## src/rtl/decode_stage.sv

```systemverilog
// Decode stage: captures one instruction, sequences Rn/Rm/Rd reads through the
// single register-file port, then holds the decoded bundle on a valid/ready output.
module decode_stage #(
  parameter int         DATA_W   = 16,
  parameter logic [2:0] LINK_REG = 3'd7
) (
  input  logic              clk,
  input  logic              reset,
  input  logic              flush,
  input  logic              in_valid,
  output logic              in_ready,
  input  logic [15:0]       instr,
  output logic [2:0]        rf_readnum,
  input  logic [DATA_W-1:0] rf_rdata,
  output logic              out_valid,
  input  logic              out_ready,
  output logic [2:0]        opcode,
  output logic [1:0]        op,
  output logic [2:0]        cond,
  output logic [1:0]        shift,
  output logic [1:0]        alu_op,
  output logic [DATA_W-1:0] sximm5,
  output logic [DATA_W-1:0] sximm8,
  output logic [2:0]        writenum,
  output logic              wr_en,
  output logic [DATA_W-1:0] val_a,
  output logic [DATA_W-1:0] val_b,
  output logic [DATA_W-1:0] val_c
);

  generate
    if (DATA_W < 8) begin : g_width_check
      $error("decode_stage: DATA_W must be >= 8");
    end
  endgenerate

  typedef enum logic [2:0] {IDLE, RD_N, RD_M, RD_D, DONE} state_t;

  state_t      state_reg, state_next;
  logic [15:0] instr_reg;
  logic        need_m_reg, need_d_reg;
  logic        accept;
  logic        dec_need_n, dec_need_m, dec_need_d;
  logic [2:0]  dec_writenum;
  logic        dec_wr_en;

  assign in_ready  = !reset && !flush &&
                     ((state_reg == IDLE) || ((state_reg == DONE) && out_ready));
  assign accept    = in_valid && in_ready;
  assign out_valid = (state_reg == DONE);

  // Operand needs and destination of the incoming word, latched on accept
  always_comb begin
    dec_need_n   = 1'b0;
    dec_need_m   = 1'b0;
    dec_need_d   = 1'b0;
    dec_writenum = 3'd0;
    dec_wr_en    = 1'b0;
    case (instr[15:13])
      3'b110: begin
        dec_need_m = (instr[12:11] == 2'b00);
        if (instr[12:11] == 2'b10) begin
          dec_writenum = instr[10:8];
          dec_wr_en    = 1'b1;
        end else if (instr[12:11] == 2'b00) begin
          dec_writenum = instr[7:5];
          dec_wr_en    = 1'b1;
        end
      end
      3'b101: begin
        dec_need_n   = (instr[12:11] != 2'b11);
        dec_need_m   = 1'b1;
        dec_writenum = instr[7:5];
        dec_wr_en    = (instr[12:11] != 2'b01);
      end
      3'b011: begin
        dec_need_n   = 1'b1;
        dec_writenum = instr[7:5];
        dec_wr_en    = 1'b1;
      end
      3'b100: begin
        dec_need_n = 1'b1;
        dec_need_d = 1'b1;
      end
      3'b010: begin
        dec_need_d = !instr[11];
        if (instr[12]) begin
          dec_writenum = LINK_REG;
          dec_wr_en    = 1'b1;
        end
      end
      default: ;
    endcase
  end

  always_comb begin
    state_next = state_reg;
    case (state_reg)
      RD_N:    state_next = need_m_reg ? RD_M : (need_d_reg ? RD_D : DONE);
      RD_M:    state_next = need_d_reg ? RD_D : DONE;
      RD_D:    state_next = DONE;
      DONE:    if (out_ready) state_next = IDLE;
      default: ;
    endcase
    if (accept) begin
      state_next = dec_need_n ? RD_N : (dec_need_m ? RD_M : (dec_need_d ? RD_D : DONE));
    end
    if (flush) state_next = IDLE;
  end

  always_comb begin
    rf_readnum = 3'd0;
    case (state_reg)
      RD_N:    rf_readnum = instr_reg[10:8];
      RD_M:    rf_readnum = instr_reg[2:0];
      RD_D:    rf_readnum = instr_reg[7:5];
      default: ;
    endcase
  end

  always_ff @(posedge clk) begin
    if (reset) begin
      state_reg  <= IDLE;
      instr_reg  <= '0;
      need_m_reg <= 1'b0;
      need_d_reg <= 1'b0;
      writenum   <= 3'd0;
      wr_en      <= 1'b0;
      val_a      <= '0;
      val_b      <= '0;
      val_c      <= '0;
    end else begin
      state_reg <= state_next;
      if (accept) begin
        instr_reg  <= instr;
        need_m_reg <= dec_need_m;
        need_d_reg <= dec_need_d;
        writenum   <= dec_writenum;
        wr_en      <= dec_wr_en;
        val_a      <= '0;
        val_b      <= '0;
        val_c      <= '0;
      end else if (!flush) begin
        case (state_reg)
          RD_N:    val_a <= rf_rdata;
          RD_M:    val_b <= rf_rdata;
          RD_D:    val_c <= rf_rdata;
          default: ;
        endcase
      end
    end
  end

  // Field outputs are wiring off the captured instruction register
  assign opcode = instr_reg[15:13];
  assign op     = instr_reg[12:11];
  assign cond   = instr_reg[10:8];
  assign shift  = instr_reg[4:3];
  assign alu_op = instr_reg[12:11];
  assign sximm5 = {{(DATA_W-5){instr_reg[4]}}, instr_reg[4:0]};
  assign sximm8 = {{(DATA_W-8){instr_reg[7]}}, instr_reg[7:0]};

endmodule
```

## config.mk

```make
export PLATFORM = sky130hd
export DESIGN_NAME = decode_stage
export DESIGN_NICKNAME = d
export VERILOG_FILES = /design/src/rtl/decode_stage.sv
export SDC_FILE = /design/constraint.sdc
export NUM_CORES = 1
export LEC_CHECK = 0
export CORE_MARGIN = 5
export CORE_UTILIZATION = 42
export DETAILED_ROUTE_END_ITERATION = 8
export PLACE_DENSITY = 0.86
export SETUP_SLACK_MARGIN = 0.1
export SLEW_MARGIN = 25
export SYNTH_ARGS = -nofsm -noshare
export SYNTH_HDL_FRONTEND = slang
export SYNTH_SLANG_ARGS = --single-unit
```

## constraint.sdc

```tcl
create_clock -name clk -period 2 [get_ports clk]
set_input_delay 0.4 -clock clk [delete_from_list [all_inputs] [get_ports clk]]
set_output_delay 0.4 -clock clk [all_outputs]
set_load 0.1 [all_outputs]
```

After elaboration in Yosys (flattened, before gate mapping)
Cells that the tools add are included.
{ "classes": {"eq_ne": 13, "n_bitwise": 1, "reduce_logical": 19, "mux": 20} }
{ "ops": {"columns": ["op", "n"], "rows": [
  ["$mux 3", 10],
  ["$pmux 3 s3", 2],
  ["$eq 3x2->1 const B", 4],
  ["$eq 3x3->1 const B", 4],
  ["$pmux 3 s4", 1],
  ["$reduce_and 2->1", 4],
  ["$reduce_or 2->1", 4],
  ["$pmux 1 s2", 3],
  ["$reduce_bool 5->1", 1],
  ["$logic_and 1x1->1", 4],
  ["$pmux 1 s4", 1],
  ["$eq 3x1->1 const B", 1],
  ["$logic_not 1->1", 3],
  ["$logic_not 3->1", 1],
  ["$mux 1", 3],
  ["$ne 3x1->1 const B", 1],
  ["$eq 2x2->1 const B", 1],
  ["$logic_not 2->1", 1],
  ["$ne 2x1->1 const B", 1],
  ["$ne 2x2->1 const B", 1],
  ["$logic_or 1x1->1", 1],
  ["$not 1->1", 1]
]} }
{ "word_totals": {"in_bits": 37, "register_bits": 73, "wordCells": 62, "output_inout_bits": 101} }

Longest topological paths before layout
Gate-level depths: netlist of the first run.
{ "depth": {"word_depth": 7, "mapped_depth": 7, "mapped_depth_nobuf": 4} }

Worst setup path before layout of the first run
OpenSTA, ideal clock, no wires.
{ "synth_timing": {"kind": "register to output", "from": "register instr_reg[7]", "to": "output rf_readnum[2]", "stages_incl_launch_ff": 5, "required_time_ns": 1.600, "slack_ns": -1.102, "path_buffers": 0, "arrival_ns": 2.702, "path_cell_list": "dfxtp_1 > mux2i_1 > nor2_1 > a21oi_1 > nor2_1"} }
{ "synth_between": {"elab_chain_len": 1} }
{ "synth_rtl": {"columns": ["element", "line_no", "text"], "rows": [
  ["from (decl)", "40", "logic [15:0] instr_reg;"],
  ["from (signal assigned)", "135", "instr_reg <= instr;"],
  ["$pmux 3 s3", "113", "case (state_reg)"],
  ["to (decl)", "13", "output logic [2:0] rf_readnum,"]
]} }
No other way between the ends.

Final worst setup path of the first run
{ "layout_timing": {"from": "register state_reg[0]", "to": "output rf_readnum[0]"} }
{ "layout_between": {"elab_chain_len": 2, "elab_cells_between_ends": 4, "classes_between": "eq/ne: 3; mux: 1"} }
{ "layout_rtl": {"columns": ["element", "line_no", "text"], "rows": [
  ["from (decl)", "39", "state_t state_reg, state_next;"],
  ["from (signal assigned)", "133", "state_reg <= state_next;"],
  ["$eq 3x2->1 / $eq 3x1->1 (equally long branches)", "113", null],
  ["$pmux 3 s3 (*)", "113", null]
]} }
Every way passes the cells marked *; elsewhere a longest branch is shown, timed or not.

==> results_dict.tcl, run 1 <==
set metrics [dict create \
    io_pins 138 \
    dieArea_um2 9383 \
    postSynthCellCount 390 \
    status "finished, final reports clean" \
    critPathArrivalTime_ns 1.45 \
    io_buffers 137 \
    drive_gt1_share_pct 33.27 \
    combPwrFrac_pct 29.3 \
    layout_commonest_cell "buf_4" \
    pwr-share-clk_pct 29.1 \
    fin_cells 617 \
    start_util_pct 43.46 \
    avgSynthCellArea_um2 8.126 \
    design_area_um2 4855 \
    p_sw_uw 1397 \
    finalHoldWorstSlack_ns 0.4610 \
    worstMarginPinSlew_ns 0.3696 \
    syn-num-nets 427 \
    worst-setup-path-type "reg -> out" \
    setup_viol 0 \
    irDropWorstVdd_v 0.0004325 \
    via_per_inst 5.196 \
    pwr-share-seq_pct 41.6 \
    netlist.area_leader.share_pct 46.11 \
    via_count 3206 \
    clk_latency_ns 0.33 \
    core_area_um2 7292 \
    netlist_area_um2 3169 \
    leakage_uw 0.001957 \
    drc_errors 0 \
    antenna_found_initial 0 \
    dp_hpwl_mm 6.983 \
    async_flop_share_pct 0 \
    dr.pass1.iters 5 \
    num_rows 31 \
    min_period_ns 1.851 \
    ys_ff_latch 73 \
    cts_buffers 9 \
    period_share_pct 92.56 \
    cts_tree "built" \
    clockBufferDepth 2 \
    fmax_ghz 0.5402 \
    drv_slew 0 \
    grt.overflow.total 0 \
    crit_path_start_kind "flop" \
    die_h_um 96.87 \
    dp.cells 597 \
    p_int_uw 2299 \
    slew_headroom_pct 74.72 \
    yosysTopAreaCell "dfxtp_1" \
    ant_nets 0 \
    dpl-instance-area_um2 4617 \
    yosys_warnings 0 \
    nFillCells 566 \
    rsz0062_at_grt "yes" \
    setup-tns-final_ns 0 \
    ys_types 42 \
    first_global_vias 3108 \
    crit_required_ns 1.60 \
    grt_max_degree 28 \
    root_buffer "clkbuf_8" \
    final_cell_mix "106 x buf_4, 100 x nand2_1, 62 x dfxtp_1, 60 x a21oi_1, 34 x clkdlybuf4s50_1" \
    hold_class "reg -> reg" \
    drt_iter0_markers 206 \
    nets 549 \
    swShare_pct 37.80 \
    power.density_nw_per_um2 761.3 \
    die_width_um 96.87 \
    synth_area_leaders "dfxtp_1 46%, nand2_1 12%, a21oi_1 9.9%" \
    grt_pass1_wl_mm 14.92 \
    hold_violations 0 \
    wl_mm 9.232 \
    areaGrowthSynthToFinish_pct 53.18 \
    synth_top_flop_cell "dfxtp_1" \
    grtUsageTotal_pct 18.71 \
    gp_congestion 0.8676 \
    yosysSeqAreaShare_pct 46.11 \
    cts_sinks 73 \
    drt-wirelength-per-cell_um 14.96 \
    worstSetupEndpointType "output pin" \
    path_max_fanout 7 \
    htreeDepth 3 \
    clk_pin_slew_ns 0.09 \
    max_cap_viol_count 0 \
    synth-edff-count 0 \
    post-route-util_pct 66.58 \
    fin_worst_skew_ns 0.006792 \
]
## timing repair
action                     CTS  global route
gates resized for setup      6             6
setup endpoints to repair    4             4
buffers inserted             1             2
hold buffers                 0             0
pin swaps                    1             1
## stage by stage
stage | power, uW | setup slack (ns)
floorplan | 2321 | -0.1167
global placement | 2630 | 0.03247
detailed placement | 2642 | 0.01286
finish | 3696 | 0.1487
CTS | 3710 | 0.1025
global route | 3843 | 0.08285
## cell type report
| type | instances | area [um^2] | area share [%] |
|---|---|---|---|
| inverter | 3 | 11.26 | 0.2320 |
| timing repair buffer | 166 | 1623 | 33.43 |
| clock buffer | 9 | 123.9 | 2.552 |
| sequential | 73 | 1478 | 30.44 |
| multi-input combinational | 259 | 1430 | 29.46 |
| clock inverter | 7 | 62.56 | 1.289 |
| tap | 99 | 123.9 | 2.552 |
| antenna | 1 | 2.502 | 0.05155 |
## metal layers
metal,routed length [um],track usage (%),part of all wire [%]
met1,3698,22.20,40
met2,4762,32.43,52
met3,680,5.468,7.4
met4,90,5.832,0.97
met5,0,0,0
## cell families (layout without fill, tap and decap cells)
kind of cell    count (synthesis)  count (layout)  synth area share [%]
simple gates                  146             146                 20.92
buf+inv                        58             185                 10.54
compound gates                108             108                 20.81
flops                          73              73                 46.11
mux                             5               5                 1.619
other cells                     0               1                     0
## cells in the mapped netlist, types with 2 or more instances
| cell type | instances |
|---|---|
| nand2_1 | 100 |
| dfxtp_1 | 73 |
| a21oi_1 | 63 |
| buf_4 | 28 |
| clkbuf_1 | 18 |
| a22o_1 | 16 |
| nor2_1 | 11 |
| o21ai_0 | 11 |
| buf_2 | 9 |
| nand2b_1 | 9 |
| nand3b_1 | 6 |
| mux2i_1 | 4 |
| a31oi_1 | 3 |
| and3_1 | 3 |
| inv_1 | 3 |
| nand3_1 | 3 |
| nor3_1 | 3 |
| and2_1 | 2 |
| and3b_1 | 2 |
## worst max-delay path: stages (launching register included)
cell	delay, ns
dfxtp_2	0.40
and2b_2	0.29
a21oi_2	0.21
nor2_4	0.05
buf_12	0.16
## worst paths after layout
path | cells past startpoint | to | startpoint | slack (ns)
max | 4 | rf_readnum[0] | state_reg[0] | 0.15
min | 2 | val_a[6] | val_a[6] | 0.46
max reg2reg | 4 | state_reg[1] | state_reg[2] | 0.31
min reg2reg | 2 | val_a[6] | val_a[6] | 0.46
## power groups by stage
| stage | registers, uW | logic, uW | clock network [uW] |
|---|---|---|---|
| 4_1_cts | 1540 | 1080 | 1100 |
| 2_1_floorplan | 1810 | 509 | 0 |
| 3_3_place_gp | 1570 | 1060 | 0 |
| 5_1_grt | 1540 | 1120 | 1180 |
| 3_5_place_dp | 1570 | 1070 | 0 |
| 6_report | 1540 | 1080 | 1080 |
No activity file was read; power rests on OpenSTA's default activity.
==> run 2: changes to the inputs <==
--- a/config.mk
+++ b/config.mk
@@ -8,6 +8,7 @@
 export CORE_MARGIN = 5
 export CORE_UTILIZATION = 42
 export DETAILED_ROUTE_END_ITERATION = 8
+export GPL_TIMING_DRIVEN = 0
 export PLACE_DENSITY = 0.86
 export SETUP_SLACK_MARGIN = 0.1
 export SLEW_MARGIN = 25
==> run 2 against run 1 <==
Compared with the run above:
- combinational power is 4% lower
- critical path depth is 2 higher
- first-iteration DRC count is 5.8% higher
- clock power hardly changed
- hold slack worse by 0.0043 ns
- clock skew hardly changed
- critical path type unchanged
==> results_dict.tcl, run 2 (synthesis gave the netlist of run 1 again) <==
set metrics [dict create \
    drive_gt1_share_pct 33.27 \
    drt-wirelength-per-cell_um 15.73 \
    antenna_found_initial 0 \
    hold_violations 0 \
    dr.pass1.iters 4 \
    clk_latency_ns 0.34 \
    cts_sinks 73 \
    wl_mm 10.11 \
    period_share_pct 96.90 \
    cp_slowest_stage_delay_ns 0.38 \
    worstHoldStart "val_a[5]" \
    nets 576 \
    critPathArrivalTime_ns 1.54 \
    cts_tree "built" \
    pwr-share-seq_pct 42.0 \
    nFillCells 580 \
    final_cell_mix "100 x nand2_1, 75 x clkdlybuf4s15_2, 63 x dfxtp_1, 60 x a21oi_1, 33 x clkdlybuf4s50_1" \
    status "finished, final reports clean" \
    design_area_um2 4960 \
    pwr-share-clk_pct 29.5 \
    gp_congestion 0.8971 \
    p_sw_uw 1406 \
    worstSetupEndpointType "output pin" \
    crit_path_start_kind "flop" \
    start_util_pct 43.46 \
    grt_max_degree 16 \
    die_h_um 96.87 \
    drc_errors 0 \
    clockBufferDepth 2 \
    grt_pass1_wl_mm 16.42 \
    max_cap_viol_count 0 \
    min_period_ns 1.938 \
    drt_iter0_markers 218 \
    core_area_um2 7292 \
    layout_commonest_cell "nand2_1" \
    dpl-instance-area_um2 4688 \
    dp_hpwl_mm 7.297 \
    crit_start "state_reg[1]" \
    setup_viol 0 \
    drv_slew 0 \
    leakage_uw 0.001855 \
    via_per_inst 5.128 \
    worst-setup-path-type "reg -> out" \
    rr_worst_depth 6 \
    cts_buffers 9 \
    htreeDepth 3 \
    grt.overflow.total 0 \
    cpMaxStageDelayCell "dfxtp_4" \
    fmax_ghz 0.5160 \
    clk_pin_slew_ns 0.09 \
    r2r_start "state_reg[2]" \
    combPwrFrac_pct 28.5 \
    grtUsageTotal_pct 20.95 \
    power.density_nw_per_um2 736.0 \
    ff2ff_setup_slack_ns 0.24 \
    io_pins 138 \
    setup.worst_path.end "rf_readnum[1]" \
    rsz0062_at_grt "yes" \
    dieArea_um2 9383 \
    power_uw 3651 \
    crit_required_ns 1.60 \
    antennaDiodeCount 0 \
    num_rows 31 \
    hold_class "reg -> reg" \
    first_global_vias 3328 \
    via_count 3297 \
    root_buffer "clkbuf_8" \
    slew_headroom_pct 61.47 \
    p_int_uw 2245 \
    swShare_pct 38.52 \
    irDropWorstVdd_v 0.0003567 \
    crit_chain "buf_6, mux2i_1, nor2_1, a21oi_2, nor2_4, buf_12" \
    areaGrowthSynthToFinish_pct 56.49 \
    reg2reg_to "val_a[0]" \
    io_buffers 136 \
    die_width_um 96.87 \
    ant_nets 0 \
    finalHoldWorstSlack_ns 0.4567 \
    worstMarginPinSlew_ns 0.5807 \
    path_max_fanout 4 \
    fin_worst_skew_ns 0.007154 \
]
[run 2: through the flow]
stage | setup WS [ns] | TNS (ns) | cells | utilization, %
floorplan | -0.1167 | -0.1167 | 390 | -
global placement | -1.020 | -11.72 | 625 | 64.29
CTS | 0.05097 | 0 | 643 | 68.26
global route | 0.01293 | 0 | 643 | 68.02
detailed placement | -1.059 | -14.57 | 625 | 64.29
finish | 0.06209 | 0 | 643 | 68.02
[run 2: area by class of cell]
class                           instances  area (um^2)  area share [%]
Sequential cell                        73         1476           29.77
Buffer                                 55        332.8           6.710
Timing Repair Buffer                  138         1400           28.23
Clock buffer                            9        123.9           2.497
Multi-Input combinational cell        259         1431           28.86
Inverter                                3        11.26          0.2270
Tap cell                               99        123.9           2.497
Clock inverter                          7        60.06           1.211
[run 2: power by group through the flow]
stage               clock network (uW)  logic, uW  registers (uW)
floorplan                            0        509            1810
CTS                               1100       1030            1530
global route                      1160       1080            1540
global placement                     0       1030            1560
detailed placement                   0       1040            1570
finish                            1080       1040            1530
[run 2: metal layers]
layer  vias to the layer above  GRT usage (%)  wire length [um]
met5                         -              0                 0
met3                        27          6.115               616
met4                         0          7.775               227
met2                       126          36.84              5194
li1                       1609              -                 -
met1                      1535          23.92              4076
[run 2: worst min path at each step]
stage,endpoint,cells after the start
2_1_floorplan,need_m_reg,1
3_3_place_gp,val_a[13],2
3_5_place_dp,val_a[5],2
4_1_cts,val_a[5],2
5_1_grt,val_a[15],2
6_report,val_a[5],2
[run 2: what timing repair did]
| item | 4_1_cts | 5_1_grt |
|---|---|---|
| resized for setup | 364 | 25 |
| pin swaps | 0 | 1 |
| cloned | 0 | 0 |
| setup buffers | 2 | 0 |
| hold buffers | 0 | 0 |
| setup endpoints to repair | 103 | 24 |
[run 2: critical path, delay by kind of cell (launching register included)]
family	cells	cell delay, ns
flops	1	0.38
compound gates	1	0.17
mux	1	0.21
buf+inv	2	0.29
simple gates	2	0.14
==> run 3: changes to the inputs <==
--- a/config.mk
+++ b/config.mk
@@ -5,8 +5,10 @@
 export SDC_FILE = /design/constraint.sdc
 export NUM_CORES = 1
 export LEC_CHECK = 0
+export CELL_PAD_IN_SITES_DETAIL_PLACEMENT = 0
+export CELL_PAD_IN_SITES_GLOBAL_PLACEMENT = 2
 export CORE_MARGIN = 5
-export CORE_UTILIZATION = 42
+export CORE_UTILIZATION = 23
 export DETAILED_ROUTE_END_ITERATION = 8
 export GPL_TIMING_DRIVEN = 0
 export PLACE_DENSITY = 0.86
==> constraint.sdc (replaced) <==
create_clock -name clk -period 2.1 [get_ports clk]
set_input_delay 0.42 -clock clk [delete_from_list [all_inputs] [get_ports clk]]
set_output_delay 0.42 -clock clk [all_outputs]
set_load 0.1 [all_outputs]
==> run 3 against run 2 <==
Compared with the run above:
- first-iteration DRC count shrank 23%
- critical path depth fell by 5
- sequential power fell by 5%
- setup slack better by 0.065 ns
- core utilization is 30 points lower
- power up 6.2%
- clock skew fell by 0.0013 ns
==> results_dict.tcl, run 3 (synthesis gave the netlist of run 1 again) <==
set metrics [dict create \
    max_cap_viol_count 0 \
    rr_worst_depth 7 \
    crit_required_ns 1.68 \
    htreeDepth 3 \
    cts_buffers 9 \
    grt_max_degree 16 \
    via_per_inst 4.358 \
    drc_errors 0 \
    drt_iter0_markers 167 \
    rsz0062_at_grt "yes" \
    post-route-util_pct 37.67 \
    path_buf_inv 1 \
    slew_headroom_pct 34.44 \
    wl_met1_mm 4.571 \
    core_area_um2 13400 \
    io_buffers 136 \
    cp_slowest_stage_delay_ns 0.87 \
    power.density_nw_per_um2 767.8 \
    clockBufferDepth 2 \
    crit_start "instr_reg[10]" \
    wl_met2_mm 5.101 \
    wl_met3_um 728 \
    critPathTopFamily "buffers and inverters" \
    clk_latency_ns 0.34 \
    die_width_um 127.4 \
    status "finished, final reports clean" \
    crit_path_start_kind "flop" \
    grt.overflow.total 0 \
    num_rows 42 \
    wl_mm 10.53 \
    reg2reg_to "val_c[7]" \
    cpMaxStageDelayCell "dlygate4sd2_1" \
    worstSetupEndpointType "output pin" \
    critPathArrivalTime_ns 1.55 \
    drive_gt1_share_pct 22.24 \
    swShare_pct 34.31 \
    leakage_uw 0.002075 \
    antennaDiodeCount 0 \
    first_global_vias 3114 \
    combPwrFrac_pct 25.3 \
    io_pins 138 \
    worst-setup-path-type "reg -> out" \
    setup_viol 0 \
    cts_tree "built" \
    r2r_start "state_reg[2]" \
    finalWorstSetupSlack_ns 0.1271 \
    place_ws_ns -0.9898 \
    whs_endpoint "val_b[13]" \
    grt_pass1_wl_mm 16.59 \
    irDropWorstVdd_v 0.0004381 \
    p_sw_uw 1330 \
    clk_pin_slew_ns 0.06 \
    top_layer "met4" \
    path_max_fanout 3 \
    areaGrowthSynthToFinish_pct 59.26 \
    gp_congestion 0.7720 \
    dpl-instance-area_um2 4785 \
    p_int_uw 2546 \
    dr.pass1.iters 6 \
    cts_sinks 73 \
    path_depth 1 \
    layout_commonest_cell "nand2_1" \
    hold_class "reg -> reg" \
    fmax_ghz 0.5069 \
    drt-wirelength-per-cell_um 14.62 \
    via_count 3138 \
    hold_violations 0 \
    min_path_cells 2 \
    nets 576 \
    power_uw 3875 \
    min_period_ns 1.973 \
    start_util_pct 23.65 \
    pwr-share-clk_pct 36.9 \
    die_h_um 127.4 \
    drv_slew 0 \
    crit_chain "dlygate4sd2_1" \
    design_area_um2 5047 \
    final_cell_mix "100 x nand2_1, 62 x dfxtp_1, 60 x a21oi_1, 43 x dlygate4sd2_1, 33 x clkdlybuf4s50_1" \
    antenna_found_initial 0 \
    worstMarginPinSlew_ns 0.9872 \
    dieArea_um2 16230 \
    fin_worst_skew_ns 0.005815 \
    dp_hpwl_mm 7.972 \
    pwr-share-seq_pct 37.7 \
    ant_nets 0 \
    period_share_pct 93.95 \
    root_buffer "clkbuf_16" \
    ff2ff_setup_slack_ns 0.38 \
    grtUsageTotal_pct 12.97 \
    worstHoldStart "val_b[13]" \
]
-- run 3: changes by cell type in the layout (fill, tap and decap cells not counted), moves of 2 or more --
cell	change
dlygate4sd2_1	+41
clkinv_2	+3
clkdlybuf4s18_2	+8
clkbuf_1	+2
clkinv_4	-2
inv_6	-4
clkdlybuf4s15_1	+17
clkdlybuf4s15_2	-58
clkbuf_16	+9
buf_2	-17
clkbuf_2	+9
clkbuf_8	-7
-- run 3: area by class of cell --
class | instances | area (um^2)
well taps | 176 | 220.2
fillers | 1444 | 8353
clock buffers | 13 | 260.3
multi-input cells | 259 | 1419
flip-flops and latches | 73 | 1478
inverters | 3 | 11.26
plain buffers | 55 | 336.6
repair buffers | 138 | 1308
clock inverters | 3 | 15.01
-- run 3: worst max-delay path by stage --
stage                          to  slack [ns]
CTS                     sximm5[2]        0.09
global placement         in_ready       -0.99
detailed placement       in_ready       -0.99
finish                    cond[2]        0.13
floorplan           rf_readnum[2]       -0.04
global route        rf_readnum[2]        0.08
-- run 3: routing by layer --
metal,global-route usage (%),up-vias
li1,-,1603
met1,16.03,1444
met2,21.03,81
met3,4.800,10
met4,3.975,0
met5,0,-
-- run 3: power by group through the flow --
| stage | Clock, uW | Combinational (uW) | Sequential, uW |
|---|---|---|---|
| after global routing | 1540 | 1030 | 1470 |
| after floorplan | 0 | 485 | 1730 |
| after detailed placement | 0 | 1000 | 1490 |
| after CTS | 1470 | 981 | 1460 |
| after global placement | 0 | 1000 | 1490 |
| final | 1430 | 982 | 1460 |
-- run 3: through the flow --
stage	instances	hold WS, ns	setup TNS (ns)
2_1_floorplan	390	0.4735	-0.03667
3_3_place_gp	702	0.4449	-9.282
3_5_place_dp	702	0.4470	-10.87
4_1_cts	718	0.4522	0
5_1_grt	720	0.4706	0
6_report	720	0.4509	0
-- run 3: repair_timing --
item                                    in CTS  in global routing
pin swaps                                    0                  0
hold buffers                                 0                  0
buffers inserted                             0                  2
resized for setup                          204                 60
endpoints found under the setup margin     101                 53
